$ cat config.mk
export PLATFORM = sky130hd
export DESIGN_NAME = reindeer_fetch_stage
export DESIGN_NICKNAME = d
export VERILOG_FILES = /design/src/rtl/reindeer_fetch_stage.sv
export SDC_FILE = /design/constraint.sdc
export NUM_CORES = 1
export LEC_CHECK = 0
export ABC_CLOCK_PERIOD_IN_PS = 2200
export BUFFER_PORTS_ARGS = -buffer_cell sky130_fd_sc_hd__buf_4
export CAP_MARGIN = 5
export CORE_MARGIN = 1
export CORE_UTILIZATION = 43
export CTS_BUF_LIST = sky130_fd_sc_hd__clkbuf_4
export CTS_CLUSTER_DIAMETER = 200
export CTS_CLUSTER_SIZE = 24
export DETAILED_ROUTE_END_ITERATION = 16
export HOLD_SLACK_MARGIN = 0.02
export PLACE_DENSITY = 0.77
export SLEW_MARGIN = 20
export SYNTH_ARGS = -nofsm -noshare
export SYNTH_HDL_FRONTEND = slang
export SYNTH_SLANG_ARGS = --single-unit
$ cat constraint.sdc
create_clock -name clk -period 2.2 [get_ports clk]
set_input_delay 0.22 -clock clk [delete_from_list [all_inputs] [get_ports clk]]
set_output_delay 0.22 -clock clk [all_outputs]
set_load 0.05 [all_outputs]
$ cat src/rtl/reindeer_fetch_stage.sv
// Instruction fetch stage: owns the PC, keeps at most one instruction-memory read
// in flight, and hands each fetched word plus its address to decode with a one-cycle pulse.
module reindeer_fetch_stage #(
    parameter int                  XLEN     = 32,
    parameter int                  PC_WIDTH = 32,
    parameter logic [PC_WIDTH-1:0] RESET_PC = '0
) (
    input  logic                clk,
    input  logic                reset_n,
    input  logic                sync_reset,
    input  logic                fetch_init,
    input  logic [PC_WIDTH-1:0] start_addr,
    input  logic                fetch_next,
    input  logic                jump_request,
    input  logic [PC_WIDTH-1:0] jump_addr,
    output logic [PC_WIDTH-1:0] mem_addr,
    output logic                mem_read_en,
    input  logic                mem_read_ack,
    input  logic [XLEN-1:0]     mem_data,
    output logic                enable_out,
    output logic [XLEN-1:0]     IR_out,
    output logic [PC_WIDTH-1:0] PC_out,
    output logic                fetch_busy,
    output logic                exception_misaligned,
    output logic [PC_WIDTH-1:0] exception_addr
);

    typedef enum logic [1:0] {IDLE, WAIT, HOLD} state_t;

    state_t              state;
    logic [PC_WIDTH-1:0] pc;
    logic [PC_WIDTH-1:0] pending_pc;
    logic                discard;

    logic                redirect;
    logic                misaligned;
    logic [PC_WIDTH-1:0] target;
    logic [PC_WIDTH-1:0] issue_pc;

    // NOTE: every signal assigned in always_comb gets a value on every path, so no latch is inferred.
    always_comb begin
        redirect   = fetch_init | jump_request;
        target     = fetch_init ? start_addr : jump_addr;
        misaligned = redirect && (target[1:0] != 2'b00);
        issue_pc   = redirect ? target : pc + PC_WIDTH'(4);
    end

    // A read being discarded is still in flight even after dropping back to IDLE.
    assign fetch_busy = (state == WAIT) || discard;

    // NOTE: sequential state uses non-blocking assignments so every register samples pre-edge values.
    always_ff @(posedge clk or negedge reset_n) begin
        if (!reset_n) begin
            state                <= IDLE;
            pc                   <= RESET_PC;
            pending_pc           <= RESET_PC;
            discard              <= 1'b0;
            mem_addr             <= RESET_PC;
            mem_read_en          <= 1'b0;
            enable_out           <= 1'b0;
            IR_out               <= '0;
            PC_out               <= '0;
            exception_misaligned <= 1'b0;
            exception_addr       <= '0;
        end else if (sync_reset) begin
            state                <= IDLE;
            pc                   <= RESET_PC;
            pending_pc           <= RESET_PC;
            discard              <= 1'b0;
            mem_addr             <= RESET_PC;
            mem_read_en          <= 1'b0;
            enable_out           <= 1'b0;
            IR_out               <= '0;
            PC_out               <= '0;
            exception_misaligned <= 1'b0;
            exception_addr       <= '0;
        end else begin
            mem_read_en          <= 1'b0;
            enable_out           <= 1'b0;
            exception_misaligned <= 1'b0;
            case (state)
                IDLE, HOLD: begin
                    if (mem_read_ack) discard <= 1'b0;
                    if (misaligned) begin
                        exception_misaligned <= 1'b1;
                        exception_addr       <= target;
                        state                <= IDLE;
                    end else if (redirect && discard && !mem_read_ack) begin
                        // Stale read still out: park the target until its ack drains.
                        pending_pc <= target;
                        state      <= WAIT;
                    end else if (redirect || (fetch_next && state == HOLD)) begin
                        pc          <= issue_pc;
                        mem_addr    <= issue_pc;
                        mem_read_en <= 1'b1;
                        state       <= WAIT;
                    end
                end
                WAIT: begin
                    if (mem_read_ack) begin
                        discard <= 1'b0;
                        if (misaligned) begin
                            exception_misaligned <= 1'b1;
                            exception_addr       <= target;
                            state                <= IDLE;
                        end else if (redirect) begin
                            pc          <= target;
                            mem_addr    <= target;
                            mem_read_en <= 1'b1;
                        end else if (discard) begin
                            pc          <= pending_pc;
                            mem_addr    <= pending_pc;
                            mem_read_en <= 1'b1;
                        end else begin
                            enable_out <= 1'b1;
                            IR_out     <= mem_data;
                            PC_out     <= mem_addr;
                            state      <= HOLD;
                        end
                    end else if (redirect) begin
                        discard    <= 1'b1;
                        pending_pc <= target;
                        if (misaligned) begin
                            exception_misaligned <= 1'b1;
                            exception_addr       <= target;
                            state                <= IDLE;
                        end
                    end
                end
                default: state <= IDLE;
            endcase
        end
    end

endmodule
==> results.toml, run 1 <==
[clock_network]
cts_inserted_buffers = 17
htreeDepth = 4
cts_tree = "done"
clkSinkCount = 166
cts-root-buf = "clkbuf_4"
clk_latency_ns = 0.58
clk_path_buf_depth = 2
clk_pin_slew_worst_paths_ns = 0.15

[routing]
vias = 8172
drt_iter0_drc = 576
drcViolationCount = 0
wl_mm = 25.9
drt-pass1-iter-count = 5
wl_per_cell_microns = 17.4
final_antenna_net_count = 0
via_per_inst = 5.49

[sta]
relSlewSlack_pct = 30.1
final.period_utilization_pct = 95.6
tns_ns = 0
setup_viol = 0
drv_slew = 0
fmax_mhz = 476
rsz0062_at_grt = "false"
fin_ws_ns = 0.0977
hold_viol_final = 0
finalClockSkew_ns = 0.0171
worst_pin_slew_ns = 1.05
period_needed_ns = 2.10

[power]
internal_power_mw = 4.41
switching_share_pct = 35.0
power_frac_clock_pct = 25.1
ir_worst_vdd_mv = 0.335
p_per_area_nw_per_um2 = 594
power.switching_mw = 2.37
total_power_mw = 6.79
combPwrFrac_pct = 25.6
p_seq_share_pct = 49.3
leakage_nw = 5.31

[floorplanning]
fp.dieW_microns = 141
die_h_microns = 141
start_util_pct = 44.2
pin_count = 235
dieArea_sq_um = 20000
rows = 50
coreArea_sq_um = 18900

[grt]
antenna_found_initial = 1
grt_pass1_wl_mm = 40.6
grt_max_degree = 99
grt_use_total_pct = 26.0
overflow = 0
grt_pass1_vias = 7704

[cells_and_area]
final_cell_mix = "276 x buf_4, 173 x nand2_1, 162 x dfrtp_1, 94 x nor2_1, 83 x a21oi_1"
layout_commonest_cell = "buf_4"
final_nets = 1318
syn_to_final_growth_pct = 37.0
final_cells = 1488
post-route-util_pct = 60.5
drive_gt1_share_pct = 27.4
nFillCells = 1643

[worst_setup_path]
path_class = "reg2reg"
reg2reg_setup_slack_ns = 0.1
cp-start-kind = "flip-flop"
crit_chain = "or3_1, or3b_2, a21oi_1, dlygate4sd3_1"
max_stage_delay_ns = 0.58
end_kind = "flip-flop"
path_max_fanout = 8
reg2reg_depth = 4
r2r_end = "state[1]"
r2r_start = "state[0]"
crit_arrival_ns = 2.62
cp.required_ns = 2.72
slowest_stage = "dlygate4sd3_1"

[yosys]
yosys_warnings = 0
synthArstFlopShare_pct = 100
synthCells = 930
ys_seq_area_share_pct = 49.8
avgSynthCellArea_sq_um = 8.97
syn-num-nets = 1034
synth_area_sq_um = 8350
ys_types = 62
synth_top_area_share_pct = 49.8
synth_edf_count = 0
yosys-top-cells-area = "dfrtp_1 50%, nand2_1 7.8%, a211oi_1 5.9%, a21oi_1 5.0%, nor2_1 4.2%"
synthFlopType = "dfrtp_1"
yosysTopAreaCell = "dfrtp_1"
synth_seq_cells = 166

[place]
dp_cells = 1393
portBuffers = 234
dpl.hpwl_mm = 17.4
pre_cts_slack_ns = 0.121
gp_congestion = 0.904

[min_path]
hp-start = "start_addr[19]"
hold_depth = 3
worstHoldEndpoint = "pending_pc[19]"
hold_path.class = "in2reg"

[outcome]
status = "completed"

[job]
drv_cap = 0
==> power by group through the flow <==
stage | Sequential, mW | Clock, mW | Combinational (mW)
after floorplan | 3.77 | 0 | 0.567
after global placement | 3.39 | 0 | 1.62
after detailed placement | 3.40 | 0 | 1.63
after CTS | 3.34 | 1.76 | 1.72
after global routing | 3.37 | 1.87 | 1.85
final | 3.34 | 1.70 | 1.74
==> kinds of logic (layout without fill, tap and decap cells) <==
family,Yosys count,in the layout,share of synthesized area [%]
adders and majority gates,1,1,0.150
muxes,34,34,4.08
and+or+nand+nor,353,353,18.5
other,0,1,0
AOI/OAI and AO/OA,282,282,22.5
buffers and inverters,93,390,4.93
xor gates and xnor gates,1,1,0.105
DFF,166,166,49.8
==> worst max-delay path: cells and delay by family, from the launching register on <==
family | cells | cell delay (ns)
and+or+nand+nor | 2 | 0.81
buffers and inverters | 1 | 0.58
DFF | 1 | 0.49
AOI/OAI and AO/OA | 1 | 0.15
==> state kept, by name (all words and copies together), names as in the netlist <==
signal and count:
pending_pc 32, enable_out 1, pc 32, discard 1, exception_addr 32, PC_out 32
exception_misaligned 1, IR_out 32, state 2, mem_read_en 1
==> worst max-delay path by stage <==
| stage | from | to | slack [ns] | depth (start not counted) |
|---|---|---|---|---|
| 5_1_grt | state[1] | fetch_busy | 0.0002 | 4 |
| 4_1_cts | state[0] | state[1] | 0.06 | 4 |
| 6_report | state[0] | state[1] | 0.1 | 4 |
| 3_3_place_gp | jump_addr[0] | pc[22] | 0.14 | 7 |
| 3_5_place_dp | jump_addr[0] | pc[22] | 0.12 | 7 |
| 2_1_floorplan | pc[9] | pc[24] | 0.03 | 7 |
==> timing repair <==
action,4_1_cts,5_1_grt
gates resized for setup,0,1
hold buffers,59,0
setup buffers,0,3
endpoints found under the hold margin,200,0
setup endpoints to repair,0,2
==> cell usage after synthesis (7+ instances only) <==
| cell type | number |
|---|---|
| a211oi_1 | 66 |
| a21oi_1 | 83 |
| a31oi_1 | 12 |
| a32o_1 | 7 |
| and2_1 | 11 |
| and3_1 | 14 |
| buf_1 | 8 |
| buf_2 | 29 |
| clkbuf_1 | 38 |
| dfrtp_1 | 166 |
| inv_1 | 14 |
| mux2i_1 | 34 |
| nand2_1 | 173 |
| nand3_1 | 15 |
| nand4_1 | 12 |
| nor2_1 | 94 |
| nor3_1 | 14 |
| o21ai_0 | 39 |
| o31ai_1 | 11 |
==> layer usage <==
metal / global-route usage (%) / vias to the layer above / part of all wire, %
met3: 5.60 / 50 / 7.3
li1: - / 3886 / -
met2: 39.8 / 347 / 46
met4: 9.38 / 0 / 2.4
met5: 0 / - / 0
met1: 36.3 / 3889 / 45
==> per-stage QoR <==
step | instance area, sq um | hold WS, ns
final | 11400 | 0.0418
after global routing | 11400 | 0.0249
after detailed placement | 10600 | 0.210
after global placement | 10600 | 0.199
after CTS | 11400 | 0.0217
after floorplan | 8350 | -0.0756
==> area by class of cell <==
type	instances	area [sq um]	area share [%]
diodes	1	2.50	0.0219
clock buffers	17	128	1.12
clock inverters	15	131	1.15
inverters	14	52.6	0.460
multi-input cells	671	3800	33.2
flip-flops and latches	166	4160	36.4
well taps	260	325	2.85
repair buffers	344	2830	24.8
Note: power is estimated with default switching activity, not from simulation.
==> inputs of run 2 (changes only) <==
ABC_CLOCK_PERIOD_IN_PS = 2270   (was 2200)
clock period = 2.27 ns   (was 2.2 ns; I/O delays follow)
==> results.toml, run 2 (same netlist as run 1, synthesis figures left out) <==
[clock_network]
post_cts.repair.setup_buffers = 0
htreeDepth = 4
cts_tree = "done"
cts_inserted_buffers = 17
clkSinkCount = 166
clk_pin_slew_worst_paths_ns = 0.15
cts-root-buf = "clkbuf_4"
clk_latency_ns = 0.57
clk_path_buf_depth = 2

[worst_setup_path]
r2r_start = "state[0]"
reg2reg_setup_slack_ns = 0.11
slowest_stage = "dlygate4sd3_1"
path_max_fanout = 11
end_kind = "flip-flop"
crit_chain = "or3_1, or3b_2, a21oi_1, dlygate4sd3_1"
max_stage_delay_ns = 0.59
reg2reg_depth = 4
crit_arrival_ns = 2.68
r2r_end = "state[1]"
path_class = "reg2reg"
cp-start-kind = "flip-flop"
cp.required_ns = 2.79

[sta]
fin_ws_ns = 0.111
worst_pin_slew_ns = 0.893
rsz0062_at_grt = "false"
relSlewSlack_pct = 40.5
final.period_utilization_pct = 95.1
period_needed_ns = 2.16
setup_viol = 0
tns_ns = 0
hold_viol_final = 0
finalClockSkew_ns = 0.0217
drv_slew = 0
fmax_mhz = 463

[place]
portBuffers = 234
dpl.hpwl_mm = 17.5
pre_cts_slack_ns = 0.0871
gp_congestion = 0.878

[routing]
drcViolationCount = 0
vias = 8127
drt-pass1-iter-count = 5
via_per_inst = 5.51
wl_mm = 26.3
final_antenna_net_count = 0
drt_iter0_drc = 664
wl_per_cell_microns = 17.8

[min_path]
hold_path.class = "in2reg"
hp-start = "jump_addr[17]"
hold_depth = 3
worstHoldEndpoint = "pending_pc[17]"

[cells_and_area]
syn_to_final_growth_pct = 36.7
final_cell_mix = "268 x buf_4, 173 x nand2_1, 165 x dfrtp_1, 94 x nor2_1, 83 x a21oi_1"
drive_gt1_share_pct = 27.0
layout_commonest_cell = "buf_4"
final_nets = 1304

[floorplanning]
rows = 50
die_h_microns = 141
coreArea_sq_um = 18900
start_util_pct = 44.2
fp.dieW_microns = 141
dieArea_sq_um = 20000
pin_count = 235

[grt]
grt_max_degree = 81
overflow = 0
antenna_found_initial = 1
grt_pass1_wl_mm = 41.4
grt_pass1_vias = 7663
grt_use_total_pct = 26.9

[outcome]
status = "completed"

[power]
p_per_area_nw_per_um2 = 620
ir_worst_vdd_mv = 0.339
leakage_nw = 5.33

[job]
drv_cap = 0
==> run 2: changes by cell type in the layout (fill, tap and decap cells not counted) <==
cell and change:
a221o_1 -1, a221o_2 +1, buf_12 -1, buf_4 -8
bufinv_16 +4, clkinv_1 -2, clkinv_2 -1, clkinvlp_4 -6
dfrtp_1 +3, dfrtp_2 -3, dlygate4sd3_1 -5, inv_6 +4
inv_8 +1
==> run 2: power breakdown <==
part / internal (mW) / switching (mW) / total, mW / leakage, nW
Clock: 1.02 / 1.15 / 2.17 / 0.188
Sequential: 3.10 / 0.154 / 3.25 / 2.26
Combinational: 0.605 / 1.04 / 1.64 / 2.88
==> run 2: worst max path at each step <==
stage | startpoint | endpoint | slack, ns | cells past startpoint
floorplan | pc[3] | pc[24] | 0.01 | 7
global placement | start_addr[0] | pc[11] | 0.11 | 7
detailed placement | start_addr[0] | pc[6] | 0.09 | 7
CTS | state[0] | pc[6] | 0.08 | 6
global route | state[0] | state[1] | 0.04 | 4
finish | state[0] | state[1] | 0.11 | 4
==> run 2: area by class of cell <==
cell class	count	area (sq um)
inverter	14	52.6
fill	1682	7490
tap	260	325
timing repair buffer	330	2700
sequential	166	4160
antenna	1	2.50
clock buffer	17	128
multi-input combinational	671	3800
clock inverter	15	240
==> run 2: through the flow <==
| stage | util [%] | total power, mW | cells | hold slack, ns | cell area, sq um |
|---|---|---|---|---|---|
| floorplan | - | 4.20 | 930 | -0.0686 | 8350 |
| global placement | 55.5 | 4.85 | 1387 | 0.177 | 10500 |
| detailed placement | 55.5 | 4.87 | 1387 | 0.180 | 10500 |
| CTS | 60.2 | 7.11 | 1470 | 0.0205 | 11400 |
| global route | 60.4 | 7.37 | 1474 | 0.0249 | 11400 |
| finish | 60.4 | 7.07 | 1474 | 0.0629 | 11400 |
==> run 2: layer usage <==
| layer | global-route usage (%) | vias to the layer above | part of all wire (%) |
|---|---|---|---|
| li1 | - | 3850 | - |
| met1 | 37.8 | 3906 | 45 |
| met2 | 41.8 | 345 | 47 |
| met3 | 5.94 | 26 | 7.3 |
| met4 | 7.32 | 0 | 1.2 |
| met5 | 0 | - | 0 |
==> run 2: critical path, delay by kind of cell (launching register included) <==
family | cells | cell delay [ns]
AO/OA/AOI/OAI | 1 | 0.17
AND/OR/NAND/NOR | 2 | 0.84
buffers and inverters | 1 | 0.59
flip-flops | 1 | 0.52
==> run 2: repair_timing <==
item	4_1_cts	5_1_grt
endpoints found under the setup margin	0	9
hold buffers	51	3
hold endpoints to repair	202	4
resized for setup	0	1
==> inputs of run 3 (changes only) <==
CTS_BUF_LIST = sky130_fd_sc_hd__clkbuf_4 sky130_fd_sc_hd__clkbuf_8   (was sky130_fd_sc_hd__clkbuf_4)
CTS_CLUSTER_DIAMETER = unset   (was 200)
==> results.toml, run 3 (same netlist as run 1, synthesis figures left out) <==
[cells_and_area]
post-route-util_pct = 59.9
final_nets = 1284
seqCellArea_sq_um = 4160
syn_to_final_growth_pct = 35.5
multiInputGateArea_sq_um = 3800
final_cells = 1453
final_cell_mix = "268 x buf_4, 173 x nand2_1, 165 x dfrtp_1, 94 x nor2_1, 83 x a21oi_1"
num_antenna_cells = 0
layout_commonest_cell = "buf_4"
final_area_sq_um = 11300
nFillCells = 1695
drive_gt1_share_pct = 27.4

[sta]
tns_ns = 0
drv_slew = 0
final.period_utilization_pct = 91.5
rsz0062_at_grt = "false"
relSlewSlack_pct = 39.4
fmax_mhz = 481
setup_viol = 0
hold-worst-slack_ns = 0.0746
worst_pin_slew_ns = 0.909
finalClockSkew_ns = 0.0145
fin_ws_ns = 0.192
hold_viol_final = 0
period_needed_ns = 2.08

[worst_setup_path]
crit_chain = "nand4_1, nor4_4, nand4_1, a31o_2, a32o_1"
cp_common_cell = "nand4_1"
reg2reg_depth = 5
cp-start-kind = "flip-flop"
slowest_stage = "nor4_4"
end_kind = "flip-flop"
path_class = "reg2reg"
cp.required_ns = 2.62
critical_path.top_delay_family = "simple AND/OR/NAND/NOR gates"
path_buf_inv = 0
crit_arrival_ns = 2.43
max_stage_delay_ns = 0.53
path_max_fanout = 8
cp_num_cells = 5

[place]
place_area_sq_um = 10500
dp_cells = 1387
pre_cts_slack_ns = 0.0871
portBuffers = 234
dpl.hpwl_mm = 17.5
gp_congestion = 0.878

[clock_network]
htreeDepth = 4
clk_path_buf_depth = 2
cts_tree = "done"
clk_pin_slew_worst_paths_ns = 0.09
cts_inserted_buffers = 17
clkSinkCount = 166
clk_latency_ns = 0.46
cts-root-buf = "clkbuf_8"

[power]
power_frac_clock_pct = 34.3
p_seq_share_pct = 43.9
ir_worst_vdd_mv = 0.363
total_power_mw = 7.40
p_per_area_nw_per_um2 = 655
power.switching_mw = 2.38
combPwrFrac_pct = 21.8
switching_share_pct = 32.1
leakage_nw = 5.28
internal_power_mw = 5.02

[floorplanning]
pin_count = 235
fp.dieW_microns = 141
start_util_pct = 44.2
rows = 50
die_h_microns = 141
coreArea_sq_um = 18900
dieArea_sq_um = 20000

[routing]
route.layer.met1.wl_mm = 11.6
drt_iter0_drc = 578
met2_length_mm = 12.0
wl_per_cell_microns = 17.8
wl_mm = 25.9
final_antenna_net_count = 0
drcViolationCount = 0
routed-wl-met3_mm = 1.99
drt-pass1-iter-count = 5
via_per_inst = 5.54
vias = 8043
dr.max_layer_used = "met4"

[min_path]
hold_depth = 3
hold_path.class = "in2reg"

[grt]
grt_pass1_vias = 7573
grt_use_total_pct = 26.4
grt_pass1_wl_mm = 41.0
antenna_found_initial = 0
overflow = 0
grt_max_degree = 81

[job]
drv_cap = 0

[outcome]
status = "completed"
run 3: what timing repair did:
| action | CTS | global route |
|---|---|---|
| gates resized for setup | 0 | 1 |
| hold endpoints to repair | 72 | 0 |
| hold buffers | 34 | 0 |
| setup endpoints to repair | 0 | 9 |
| setup buffers | 0 | 0 |
run 3: worst paths after layout:
path                               start          to  slack, ns
setup reg to reg                  pc[14]      pc[31]       0.19
hold reg to reg               IR_out[25]  IR_out[25]       0.53
hold / removal             start_addr[8]       pc[8]       0.07
setup / recovery                  pc[14]      pc[31]       0.19
max in group asynchronous        reset_n  IR_out[31]       1.25
min in group asynchronous        reset_n  PC_out[20]       0.24
run 3: metal layers:
metal | vias up | global-route usage (%)
li1 | 3815 | -
met5 | - | 0
met3 | 31 | 4.96
met1 | 3832 | 37.6
met4 | 0 | 7.78
met2 | 365 | 41.2
run 3: worst reg2reg max path, cell delays in order (launching register included):
cell and delay [ns]:
dfrtp_1 0.52, nand4_1 0.26, nor4_4 0.53, nand4_1 0.18
a31o_2 0.27, a32o_1 0.20
run 3: final cells by class:
cell class / count / share of cell area [%]
flip-flops and latches: 166 / 36.7
clock inverters: 15 / 2.12
inverters: 14 / 0.465
repair buffers: 310 / 22.1
multi-input cells: 671 / 33.6
well taps: 260 / 2.88
clock buffers: 17 / 2.07
run 3: power by group through the flow:
stage | registers, mW | logic, mW | clock network [mW]
2_1_floorplan | 3.65 | 0.550 | 0
3_3_place_gp | 3.30 | 1.54 | 0
3_5_place_dp | 3.30 | 1.56 | 0
4_1_cts | 3.25 | 1.61 | 2.60
5_1_grt | 3.27 | 1.72 | 2.71
6_report | 3.25 | 1.61 | 2.54
